[src/rtl/round_sequencer_pkg.sv]
// Shared types and constants for the round sequencer.
//   state_t    : sequencer FSM states
//   STG_*      : stage indices, which are also the stg_sel / stg_start bit positions
package round_sequencer_pkg;

  typedef enum logic [2:0] {
    S_IDLE,
    S_LOAD,
    S_ISSUE,
    S_ARM,
    S_WAIT,
    S_NEXT,
    S_FINISH,
    S_ERROR
  } state_t;

  localparam logic [1:0] STG_ADDRC  = 2'd0;
  localparam logic [1:0] STG_SUB    = 2'd1;
  localparam logic [1:0] STG_MIX    = 2'd2;
  localparam int         NUM_STAGES = 3;

endpackage

[src/rtl/round_sequencer_watchdog.sv]
// Per-stage watchdog for the round sequencer.
//   clk, rst : clock, asynchronous active-high reset
//   clear    : restart supervision (asserted in the issue cycle)
//   enable   : stage is being supervised (arm/wait cycles)
//   expired  : the count reaches TIMEOUT at the coming edge
module stage_watchdog #(
  parameter int TIMEOUT = 15
) (
  input  logic clk,
  input  logic rst,
  input  logic clear,
  input  logic enable,
  output logic expired
);

  localparam int CW = $clog2(TIMEOUT + 1);

  logic [CW-1:0] count;

  // The count is the number of cycles since the start pulse, so the issue
  // cycle itself loads 1 rather than 0.
  always_ff @(posedge clk or posedge rst) begin
    if (rst)
      count <= '0;
    else if (clear)
      count <= CW'(1);
    else if (enable && count != CW'(TIMEOUT))
      count <= count + 1'b1;
  end

  assign expired = enable && (count == CW'(TIMEOUT - 1));

endmodule

[src/rtl/round_sequencer.sv]
// Round scheduler for the encoder datapath: loads the input block, then runs
// ROUNDS rounds of addrc -> sub -> mix, each stage handshaked via
// start pulse / ready low / ready high, with a watchdog per stage.
//   start, abort : run request (IDLE only) / cancel run
//   stg_ready    : idle-ready from the three stage controllers
//   stg_start    : one-hot start pulse to the current stage
//   stg_sel      : current stage index (datapath mux select)
//   rc_idx       : current round index
//   ld_in, ld_st : load input block / capture stage output
//   ready, busy, done, err : status (done is a single-cycle pulse)
module round_sequencer
  import round_sequencer_pkg::*;
#(
  parameter int ROUNDS  = 12,
  parameter int RC_W    = 4,
  parameter int TIMEOUT = 15
) (
  input  logic            clk,
  input  logic            rst,
  input  logic            start,
  input  logic            abort,
  input  logic [2:0]      stg_ready,
  output logic [2:0]      stg_start,
  output logic [1:0]      stg_sel,
  output logic [RC_W-1:0] rc_idx,
  output logic            ld_in,
  output logic            ld_st,
  output logic            ready,
  output logic            busy,
  output logic            done,
  output logic            err
);

  state_t          state, state_nxt;
  logic [RC_W-1:0] round, round_nxt;
  logic [1:0]      stage, stage_nxt;
  logic            wd_expired;
  logic [3:0]      rdy_pad;
  logic            cur_ready;

  // Padded so an index of 3 can never select outside the vector.
  assign rdy_pad   = {1'b0, stg_ready};
  assign cur_ready = rdy_pad[stage];

  stage_watchdog #(.TIMEOUT(TIMEOUT)) u_wd (
    .clk     (clk),
    .rst     (rst),
    .clear   (state == S_ISSUE),
    .enable  (state == S_ARM || state == S_WAIT),
    .expired (wd_expired)
  );

  always_comb begin
    state_nxt = state;
    round_nxt = round;
    stage_nxt = stage;
    if (abort && state != S_IDLE) begin
      state_nxt = S_IDLE;
    end else begin
      case (state)
        S_IDLE:   if (start) state_nxt = S_LOAD;
        S_LOAD: begin
          round_nxt = '0;
          stage_nxt = STG_ADDRC;
          state_nxt = S_ISSUE;
        end
        S_ISSUE:  state_nxt = S_ARM;
        S_ARM: begin
          if (wd_expired)      state_nxt = S_ERROR;
          else if (!cur_ready) state_nxt = S_WAIT;
        end
        S_WAIT: begin
          if (wd_expired)      state_nxt = S_ERROR;
          else if (cur_ready)  state_nxt = S_NEXT;
        end
        S_NEXT: begin
          if (stage != STG_MIX) begin
            stage_nxt = stage + 1'b1;
            state_nxt = S_ISSUE;
          end else if (round == RC_W'(ROUNDS - 1)) begin
            state_nxt = S_FINISH;
          end else begin
            round_nxt = round + 1'b1;
            stage_nxt = STG_ADDRC;
            state_nxt = S_ISSUE;
          end
        end
        S_FINISH: state_nxt = S_IDLE;
        S_ERROR:  state_nxt = S_ERROR;
        default:  state_nxt = S_IDLE;
      endcase
    end
  end

  // Outputs are registered decodes of the next state, so each one is a pure
  // function of the state register it lands alongside.
  always_ff @(posedge clk or posedge rst) begin
    if (rst) begin
      state     <= S_IDLE;
      round     <= '0;
      stage     <= STG_ADDRC;
      stg_start <= '0;
      ld_in     <= 1'b0;
      ld_st     <= 1'b0;
      ready     <= 1'b1;
      busy      <= 1'b0;
      done      <= 1'b0;
      err       <= 1'b0;
    end else begin
      state     <= state_nxt;
      round     <= round_nxt;
      stage     <= stage_nxt;
      stg_start <= (state_nxt == S_ISSUE) ? (3'b001 << stage_nxt) : 3'b000;
      ld_in     <= (state_nxt == S_LOAD);
      ld_st     <= (state_nxt == S_NEXT);
      ready     <= (state_nxt == S_IDLE);
      busy      <= (state_nxt != S_IDLE) && (state_nxt != S_ERROR);
      done      <= (state_nxt == S_FINISH);
      err       <= (state_nxt == S_ERROR);
    end
  end

  assign stg_sel = stage;
  assign rc_idx  = round;

endmodule

[config.mk]
export PLATFORM = sky130hd
export DESIGN_NAME = round_sequencer
export DESIGN_NICKNAME = d
export VERILOG_FILES = /design/src/rtl/round_sequencer_pkg.sv /design/src/rtl/round_sequencer_watchdog.sv /design/src/rtl/round_sequencer.sv
export SDC_FILE = /design/constraint.sdc
export NUM_CORES = 1
export LEC_CHECK = 0
export CELL_PAD_IN_SITES_DETAIL_PLACEMENT = 0
export CELL_PAD_IN_SITES_GLOBAL_PLACEMENT = 1
export CORE_ASPECT_RATIO = 2
export CORE_MARGIN = 1.5
export CORE_UTILIZATION = 25
export DETAILED_ROUTE_END_ITERATION = 12
export GPL_ROUTABILITY_DRIVEN = 0
export PLACE_DENSITY = 0.63
export SETUP_SLACK_MARGIN = 0.5
export SYNTH_ARGS = -nofsm -noshare
export SYNTH_HDL_FRONTEND = slang
export SYNTH_SLANG_ARGS = --single-unit
[constraint.sdc]
create_clock -name clk -period 1.7 [get_ports clk]
set_input_delay 0.34 -clock clk [delete_from_list [all_inputs] [get_ports clk]]
set_output_delay 0.34 -clock clk [all_outputs]
set_load 0.01 [all_outputs]
==> results.toml, run 1 <==
[placed_design]
hpwl_um = 2563
port_buffers = 21
dp_slack_ns = -0.1945
place_inst = 217

[clock_network]
cts.sinks = 22
numCtsBuffers = 3
hold_buffers = 0
cts_tree = "yes"
clkTransAtPathRegs_ns = 0.08
clk_path_buf_depth = 2
root_buffer = "clkbuf_8"
htreeDepth = 1
clk_latency_ns = 0.26

[run_status]
outcome = "completed"

[setup_path]
timing.rr.start = "stg_sel[0]"
cp-start-kind = "flip-flop"
slowest_stage = "dfrtp_2"
crit_path_end_kind = "flip-flop"
setup.worst_path.start = "stg_sel[0]"
cp.required_ns = 1.86
slowest_delay_ns = 0.43
crit_fanout = 5
crit_chain = "buf_12, mux2i_4, o211ai_1, o211ai_1, inv_1, a211oi_2, nor2_1"
cp_data_arrival_time_ns = 1.83
crit_type = "flip-flop to flip-flop"
cp_common_cell = "o211ai_1"

[floorplanning]
die_width_um = 52.70
initial_utilization = 0.2562
rows = 36
dieArea_um2 = 5396
core_um2 = 4820
ios = 22
die_y_um = 102.4

[timing]
post-route-min-period_ns = 1.677
worst_pin_slew_ns = 0.3156
drv_slew = 0
fmax_ghz = 0.5964
fin_worst_hold_slack_ns = 0.4143
final-setup-viol-count = 0
hold_violations = 0
relSlewSlack = 0.7896
skew_ns = 0.006229
setup_ws_ns = 0.02318
rsz0062_at_grt = "true"
tns_ns = 0
post-route-period-util = 0.9864

[layout]
stdcell_count = 245
drive_gt1_frac = 0.5479
layout_common_cells = "buf_4, buf_6, dfrtp_1"
nFillCells = 459
ff_latch_area_um2 = 556.8
layout.nets = 199
final_common_cell = "buf_4"
num_antenna_cells = 0
multi_input_comb_area_um2 = 768.2
syn_to_final_growth_pct = 67.98

[routing]
drtIter0Drc = 29
vias_per_cell = 4.808
drt_pass1_iterations = 4
ant_nets = 0
num_vias = 1178
drc = 0
routed_wl_um = 3494
wire_per_inst_um = 14.26

[yosys]
syn_area_per_cell_um2 = 9.879
synth_seq_cells = 22
synthArstFlopShare = 1.000
yosysWarningCount = 0
synth_nets = 135
seq_area_frac_synth = 0.4468
syn_inst = 125
synth_edf_count = 0
synth.distinct_cells = 42
yosysTopAreaCellShare = 0.4255
synth_area_leaders = "dfrtp_1, nand2_1, ha_1"
netlist_area_um2 = 1235
synth_top_area_cell = "dfrtp_1"
synth_top_flop_cell = "dfrtp_1"

[power]
irDropWorstVdd_v = 0.0006307
power.total_mw = 1.996
p_per_area_nw_per_um2 = 962.2
leakage_nw = 0.9699

[global_route]
first_global_vias = 1247
antenna_found_initial = 0
grt.total_usage = 0.1405
gr-total-overflow = 0
grt_max_degree = 23
grt_pass1_wl_um = 5658

[run]
cap_violations = 0

[worst_hold_path]
min_path_type = "input port to async pin"
[synth_stat cells (all sizes together) (2+ instances only)]
library cell  number
buf                7
o211a              2
nand2             12
inv                5
a22o               3
nor2b              2
dfrtp             21
or2                3
nand2b             3
nand3b             3
nand3              2
a21o               3
nand4b             2
nor3               6
ha                 3
o211ai             5
nor2               8
a21oi              4
mux2i              2
nand4              3
o21ai              5
clkbuf             2
and2               2
nor3b              3
[flip-flops by register name (all words and copies together), names as in the netlist]
| name | cells |
|---|---|
| ld_in | 1 |
| rc_idx | 4 |
| done | 1 |
| state | 3 |
| u_wd.count | 4 |
| ld_st | 1 |
| stg_sel | 2 |
| stg_start | 3 |
| err | 1 |
| busy | 1 |
| ready | 1 |
[cell type report]
| cell class | instances | share of cell area |
|---|---|---|
| Sequential cell | 22 | 0.2684 |
| Tap cell | 57 | 0.03438 |
| Clock buffer | 4 | 0.02654 |
| Timing Repair Buffer | 68 | 0.2913 |
| Inverter | 5 | 0.009047 |
| Multi-Input combinational cell | 89 | 0.3703 |
[where the power goes]
part	switching, mW	internal [mW]
Combinational	0.430	0.500
Sequential	0.0744	0.618
Clock	0.167	0.206
Total	0.672	1.32
[metal layers]
metal,vias to the layer above,track usage,part of all wire
met3,7,0.01462,0.021
met5,-,0,0
met1,575,0.1367,0.35
met2,22,0.2817,0.61
li1,574,-,-
met4,0,0.05523,0.022
[stage by stage]
step | util | area [um2]
final | 0.4304 | 2074
after global routing | 0.4304 | 2074
after CTS | 0.4029 | 1942
after detailed placement | 0.3468 | 1672
after global placement | 0.3468 | 1672
after floorplan | - | 1279
[critical path: cells and delay by family, from the launching register on]
family                 cells  cell delay, ns
AO/OA/AOI/OAI              3            0.62
multiplexers               1            0.21
buffers and inverters      2            0.25
flip-flops                 1            0.43
AND/OR/NAND/NOR            1            0.06
[cell families after synthesis]
group,synth area share
buffers and inverters,0.06181
xor gates and xnor gates,0.01419
AOI/OAI and AO/OA,0.1864
DFF,0.4468
and+or+nand+nor,0.2411
muxes,0.01925
adders and majority gates,0.03040
[timing repair]
action / in CTS / in global routing
pin swaps: 10 / 15
buffers inserted: 15 / 9
resized for setup: 80 / 34
endpoints found under the setup margin: 36 / 34
[final timing paths]
| path | end | slack, ns | depth (start not counted) |
|---|---|---|---|
| max in group asynchronous | ready | 1.01 | 3 |
| hold reg to reg | u_wd.count[1] | 0.60 | 2 |
| setup / recovery | busy | 0.02 | 7 |
| hold / removal | err | 0.41 | 3 |
| min in group clk | u_wd.count[1] | 0.60 | 2 |
| setup reg to reg | busy | 0.02 | 7 |
No activity file was read; power rests on OpenSTA's default activity.
==> run 2: changes to the inputs <==
ABC_AREA = 1   (was default)
CORE_MARGIN = default   (was 1.5)
PLACE_DENSITY = 0.65   (was 0.63)
==> run 2 against run 1 <==
Effect of this change:
- first-iteration DRC count is 79% lower
- via count is 5.8% lower
- synthesized cell count is 10% higher
- flip-flop and latch count stayed put
- critical endpoint unchanged
- global-route usage is 0.18 points higher
- combinational power is 95% higher
- routed wire length is 7.8% lower
- setup slack better by 0.24 ns
- cell count is 1.6% higher
- critical path type unchanged
- sequential share of layout area is 1.9 points higher
- worst hold slack worse by 0.016 ns
- highest routed layer unchanged
- sequential power is 19% higher
==> results.toml, run 2 <==
[routing]
drc = 0
ant_nets = 0
routed_wl_um = 3222
drtIter0Drc = 6
drt_pass1_iterations = 3
vias_per_cell = 4.458
num_vias = 1110
wire_per_inst_um = 12.94

[layout]
multi_input_comb_area_um2 = 708.2
ff_latch_area_um2 = 560.5
nFillCells = 436
layout_common_cells = "buf_4, dfrtp_1, nand2_2, inv_1, nand2_1"
final_common_cell = "buf_4"
syn_to_final_growth_pct = 70.12
num_antenna_cells = 0
layout.nets = 206
drive_gt1_frac = 0.6103
fin_area_um2 = 1952
stdcell_count = 249

[setup_path]
cp-start-kind = "flip-flop"
cp_data_arrival_time_ns = 1.62
crit_chain = "buf_6, nor2_4, nand2_2, nand3_4, nand2_2, nand3b_1, buf_4, nand3_2, nand2_1, nand2_1"
crit_path_end_kind = "flip-flop"
cpLargestDelayFamily = "simple AND/OR/NAND/NOR gates"
cp.required_ns = 1.88
reg2reg_slack_ns = 0.26
slowest_delay_ns = 0.42
path_buf_inv = 2
setup.worst_path.start = "stg_sel[0]"
endpoint = "busy"
r2r_end = "busy"
slowest_stage = "dfrtp_2"
cp_num_cells = 10
timing.rr.start = "stg_sel[0]"
reg2reg_depth = 10
crit_type = "flip-flop to flip-flop"
crit_fanout = 5

[clock_network]
root_buffer = "clkbuf_8"
clk_path_buf_depth = 2
cts_tree = "yes"
htreeDepth = 1
numCtsBuffers = 3
hold_buffers = 0
clkTransAtPathRegs_ns = 0.09
cts.sinks = 22
clk_latency_ns = 0.27

[yosys]
synth_seq_cells = 22
synthTopCellsByCount = "nand2_1, inv_1, dfrtp_1"
seq_area_frac_synth = 0.4809
synthArstFlopShare = 1.000
syn_area_per_cell_um2 = 8.314
yosysWarningCount = 0
netlist_area_um2 = 1147
syn_inst = 138
synth_nets = 148
synth_top_flop_cell = "dfrtp_1"
synth_edf_count = 0
synth.distinct_cells = 25
synth_top_area_cell = "dfrtp_1"
yosysTopAreaCellShare = 0.4580
yosysMostFrequentCell = "nand2_1"
synth_area_leaders = "dfrtp_1, nand2_1, inv_1"

[timing]
rsz0062_at_grt = "true"
post-route-period-util = 0.8480
tns_ns = 0
setup_ws_ns = 0.2583
relSlewSlack = 0.7741
post-route-min-period_ns = 1.442
final-setup-viol-count = 0
hold_violations = 0
worst_pin_slew_ns = 0.3362
fmax_ghz = 0.6936
skew_ns = 0.001194
drv_slew = 0

[floorplanning]
dieArea_um2 = 4881
die_width_um = 49.91
core_um2 = 4382
ios = 22
initial_utilization = 0.2619
die_y_um = 97.81
rows = 34

[power]
p_per_area_nw_per_um2 = 1611
leakage_nw = 0.9450
irDropWorstVdd_v = 0.0007850

[global_route]
grt_pass1_wl_um = 5092
grt.total_usage = 0.1422
first_global_vias = 1164
antenna_found_initial = 0
grt_max_degree = 23
gr-total-overflow = 0

[placed_design]
dpl_cell_area_um2 = 1455
port_buffers = 21
place_inst = 215
dp_slack_ns = 0.05111
hpwl_um = 2151

[worst_hold_path]
min_path_type = "input port to async pin"

[run]
cap_violations = 0

[run_status]
outcome = "completed"
-- run 2: cell count changes after synthesis, sizes merged, moves of 3 or more --
cell / change
inv: +19
nand2: +19
nor2: +9
nand3: +8
o21ai: +8
buf: -7
o211ai: -5
a21o: -3
a22o: -3
nand2b: -3
nand4: -3
-- run 2: metrics by stage --
step,util,power (mW),hold slack [ns]
final,0.4455,3.144,0.3985
after global routing,0.4455,3.349,0.4250
after CTS,0.4121,2.879,0.4111
after detailed placement,0.3321,1.860,0.4934
after global placement,0.3321,1.842,0.4764
after floorplan,-,1.475,0.3285
-- run 2: worst min-delay path by stage --
stage	startpoint	endpoint	slack, ns
2_1_floorplan	rst	busy	0.33
3_3_place_gp	rc_idx[3]	rc_idx[3]	0.48
5_1_grt	rst	err	0.43
6_report	rst	busy	0.40
3_5_place_dp	rc_idx[3]	rc_idx[3]	0.49
4_1_cts	rst	stg_start[0]	0.41
-- run 2: power breakdown --
group	internal [mW]	switching [mW]
clock network	0.315	0.195
registers	0.690	0.137
logic	0.865	0.941
total	1.87	1.27
-- run 2: worst reg2reg max path: cells and delay by family, from the launching register on --
kind,cells,cell delay [ns]
AND/OR/NAND/NOR,8,0.65
flip-flops,1,0.42
buffers and inverters,2,0.28
-- run 2: layout make-up --
| type | count | share of cell area |
|---|---|---|
| sequential | 22 | 0.2872 |
| tap | 54 | 0.03462 |
| inverter | 24 | 0.05000 |
| clock inverter | 1 | 0.01538 |
| multi-input combinational | 92 | 0.3628 |
| timing repair buffer | 53 | 0.2288 |
| clock buffer | 3 | 0.02115 |
-- run 2: logic make-up (layout without fill, tap and decap cells) --
kind of cell / after synthesis / in the layout / share of synthesized area
AND/OR/NAND/NOR: 68 / 68 / 0.2912
buffers and inverters: 24 / 81 / 0.08070
flip-flops: 22 / 22 / 0.4809
AO/OA/AOI/OAI: 21 / 21 / 0.1145
adder cells (fa/ha/maj): 3 / 3 / 0.03272
-- run 2: routing by layer --
metal,track usage,share of wire
met5,0,0
met4,0.09011,0.036
met3,0.02181,0.022
met2,0.2931,0.63
met1,0.1115,0.31
-- run 2: timing repair --
item / CTS / global route
pin swaps: 21 / 23
resized for setup: 120 / 25
endpoints found under the hold margin: 0 / 0
setup buffers: 21 / 9
endpoints found under the setup margin: 35 / 25
==> run 3: changes to the inputs <==
clock period = 1.3 ns   (was 1.7 ns; I/O delays follow)
==> run 3 against run 2 <==
Effect of this change:
- largest cell class unchanged
- sequential power grew 32%
- utilization grew 4.2 points
- worst hold slack lost 0.14 ns
- register-to-register slack lost 0.38 ns
- die area is the same
- final area grew 9.5%
- the run now ends with negative setup slack left
- maximum frequency grew 1.6%
- clock-buffer cell count is the same
- cell count grew 8.0%
==> results.toml, run 3 (synthesized netlist as in run 2, its figures left out) <==
[run_status]
outcome = "finished with violations"
violations = "negative setup slack"

[power]
switching_share = 0.3881
leakage_nw = 1.037
switchingPower_mw = 1.710
irDropWorstVdd_v = 0.001267
internal_power_mw = 2.695
power.total_mw = 4.405
clockPowerShare = 0.148
pwr-share-comb = 0.604
p_per_area_nw_per_um2 = 2061
p_seq_frac = 0.247

[clock_network]
clk_latency_ns = 0.27
clkTransAtPathRegs_ns = 0.08
cts.sinks = 22
htreeDepth = 1
cts_tree = "yes"
numCtsBuffers = 3
clk_path_buf_depth = 2
hold_buffers = 0
root_buffer = "clkbuf_8"

[setup_path]
reg2reg_depth = 7
cp-start-kind = "flip-flop"
crit_path_end_kind = "flip-flop"
reg2reg_slack_ns = -0.12
cp.required_ns = 1.51
slowest_delay_ns = 0.45
endpoint = "stg_start[0]"
crit_chain = "inv_2, nand2_4, nor2_4, buf_4, o21ai_2, or2_0, nor2_1"
timing.rr.start = "state[1]"
cpLargestDelayFamily = "simple AND/OR/NAND/NOR gates"
crit_fanout = 4
setup.worst_path.start = "state[1]"
cp_data_arrival_time_ns = 1.63
cp_num_cells = 7
crit_type = "flip-flop to flip-flop"
r2r_end = "stg_start[0]"
slowest_stage = "dfrtp_1"
path_buf_inv = 2

[floorplanning]
rows = 34
initial_utilization = 0.2619
dieArea_um2 = 4881
core_um2 = 4382
die_y_um = 97.81
ios = 22
die_width_um = 49.91

[timing]
worst_pin_slew_ns = 0.3272
skew_ns = 0.002149
rsz0062_at_grt = "true"
relSlewSlack = 0.7819
post-route-period-util = 1.092
drv_slew = 0
hold_violations = 0
fmax_ghz = 0.7046
final-setup-viol-count = 18
post-route-min-period_ns = 1.419
setup_ws_ns = -0.1193

[layout]
drive_gt1_frac = 0.6419
layout_common_cells = "buf_4, buf_6, dfrtp_1"
fin_area_um2 = 2137
final_util = 0.4877
layout.nets = 226
final_common_cell = "buf_4"
syn_to_final_growth_pct = 86.26
nFillCells = 431
num_antenna_cells = 0

[global_route]
first_global_vias = 1260
gr-total-overflow = 0
grt_pass1_wl_um = 5237
grt_max_degree = 14
antenna_found_initial = 0
grt.total_usage = 0.1408

[routing]
drt_pass1_iterations = 4
num_vias = 1188
drtIter0Drc = 7
wire_per_inst_um = 12.38
drc = 0
ant_nets = 0
routed_wl_um = 3329
vias_per_cell = 4.416

[placed_design]
dp_slack_ns = -0.2856
dpl_cell_area_um2 = 1700
hpwl_um = 2366
port_buffers = 21

[worst_hold_path]
min_path_type = "input port to async pin"

[run]
cap_violations = 0
==> run 3: changes by cell type in the layout (fill, tap and decap cells not counted), sizes merged <==
cell / before / now
inv: 24 / 23
clkinvlp: 0 / 1
buf: 47 / 67
==> run 3: through the flow <==
stage	cells	hold WS (ns)	setup TNS, ns
6_report	269	0.2616	-1.305
5_1_grt	269	0.2870	-3.072
4_1_cts	259	0.2710	-1.038
3_5_place_dp	242	0.4885	-3.324
3_3_place_gp	242	0.4707	-2.729
2_1_floorplan	138	0.2484	-0.3765
==> run 3: worst register-to-register path: stages, from the launching register on <==
cell and delay (ns):
dfrtp_1 0.45, inv_2 0.10, nand2_4 0.08, nor2_4 0.19, buf_4 0.15, o21ai_2 0.06, or2_0 0.22, nor2_1 0.10
==> run 3: cell type report <==
| type | count | area [um2] | area share |
|---|---|---|---|
| clock buffer | 3 | 41.29 | 0.01932 |
| multi-input combinational | 92 | 721.9 | 0.3378 |
| timing repair buffer | 73 | 621.8 | 0.2910 |
| clock inverter | 1 | 30.03 | 0.01405 |
| tap | 54 | 67.56 | 0.03162 |
| sequential | 22 | 555.5 | 0.2600 |
| inverter | 24 | 98.84 | 0.04625 |
==> run 3: worst min path at each step <==
stage	from	end	slack, ns	depth (start not counted)
floorplan	rst	busy	0.25	1
global placement	rc_idx[3]	rc_idx[3]	0.47	1
detailed placement	rc_idx[3]	rc_idx[3]	0.49	1
CTS	rst	stg_start[0]	0.27	2
global route	rst	ld_in	0.29	2
finish	rst	ld_in	0.26	2
==> run 3: layer usage <==
layer  part of all wire  up-vias  wire length (um)  track usage
met3              0.011        7                38      0.01558
met2               0.65       14              2158       0.2963
li1                   -      595                 -            -
met5                  0        -                 0            0
met1               0.32      572              1063       0.1190
met4              0.020        0                68      0.06593
==> run 3: power groups by stage <==
stage	clock, mW	sequential, mW	combinational, mW
5_1_grt	0.705	1.12	2.88
3_3_place_gp	0	1.04	1.85
3_5_place_dp	0	1.05	1.88
4_1_cts	0.677	1.05	2.19
2_1_floorplan	0	1.10	0.906
6_report	0.653	1.09	2.66
==> run 3: timing repair <==
action                                  4_1_cts  5_1_grt
hold endpoints to repair                      0        0
setup buffers                                13       10
pin swaps                                    12       22
resized for setup                            88       49
endpoints found under the setup margin       37       51
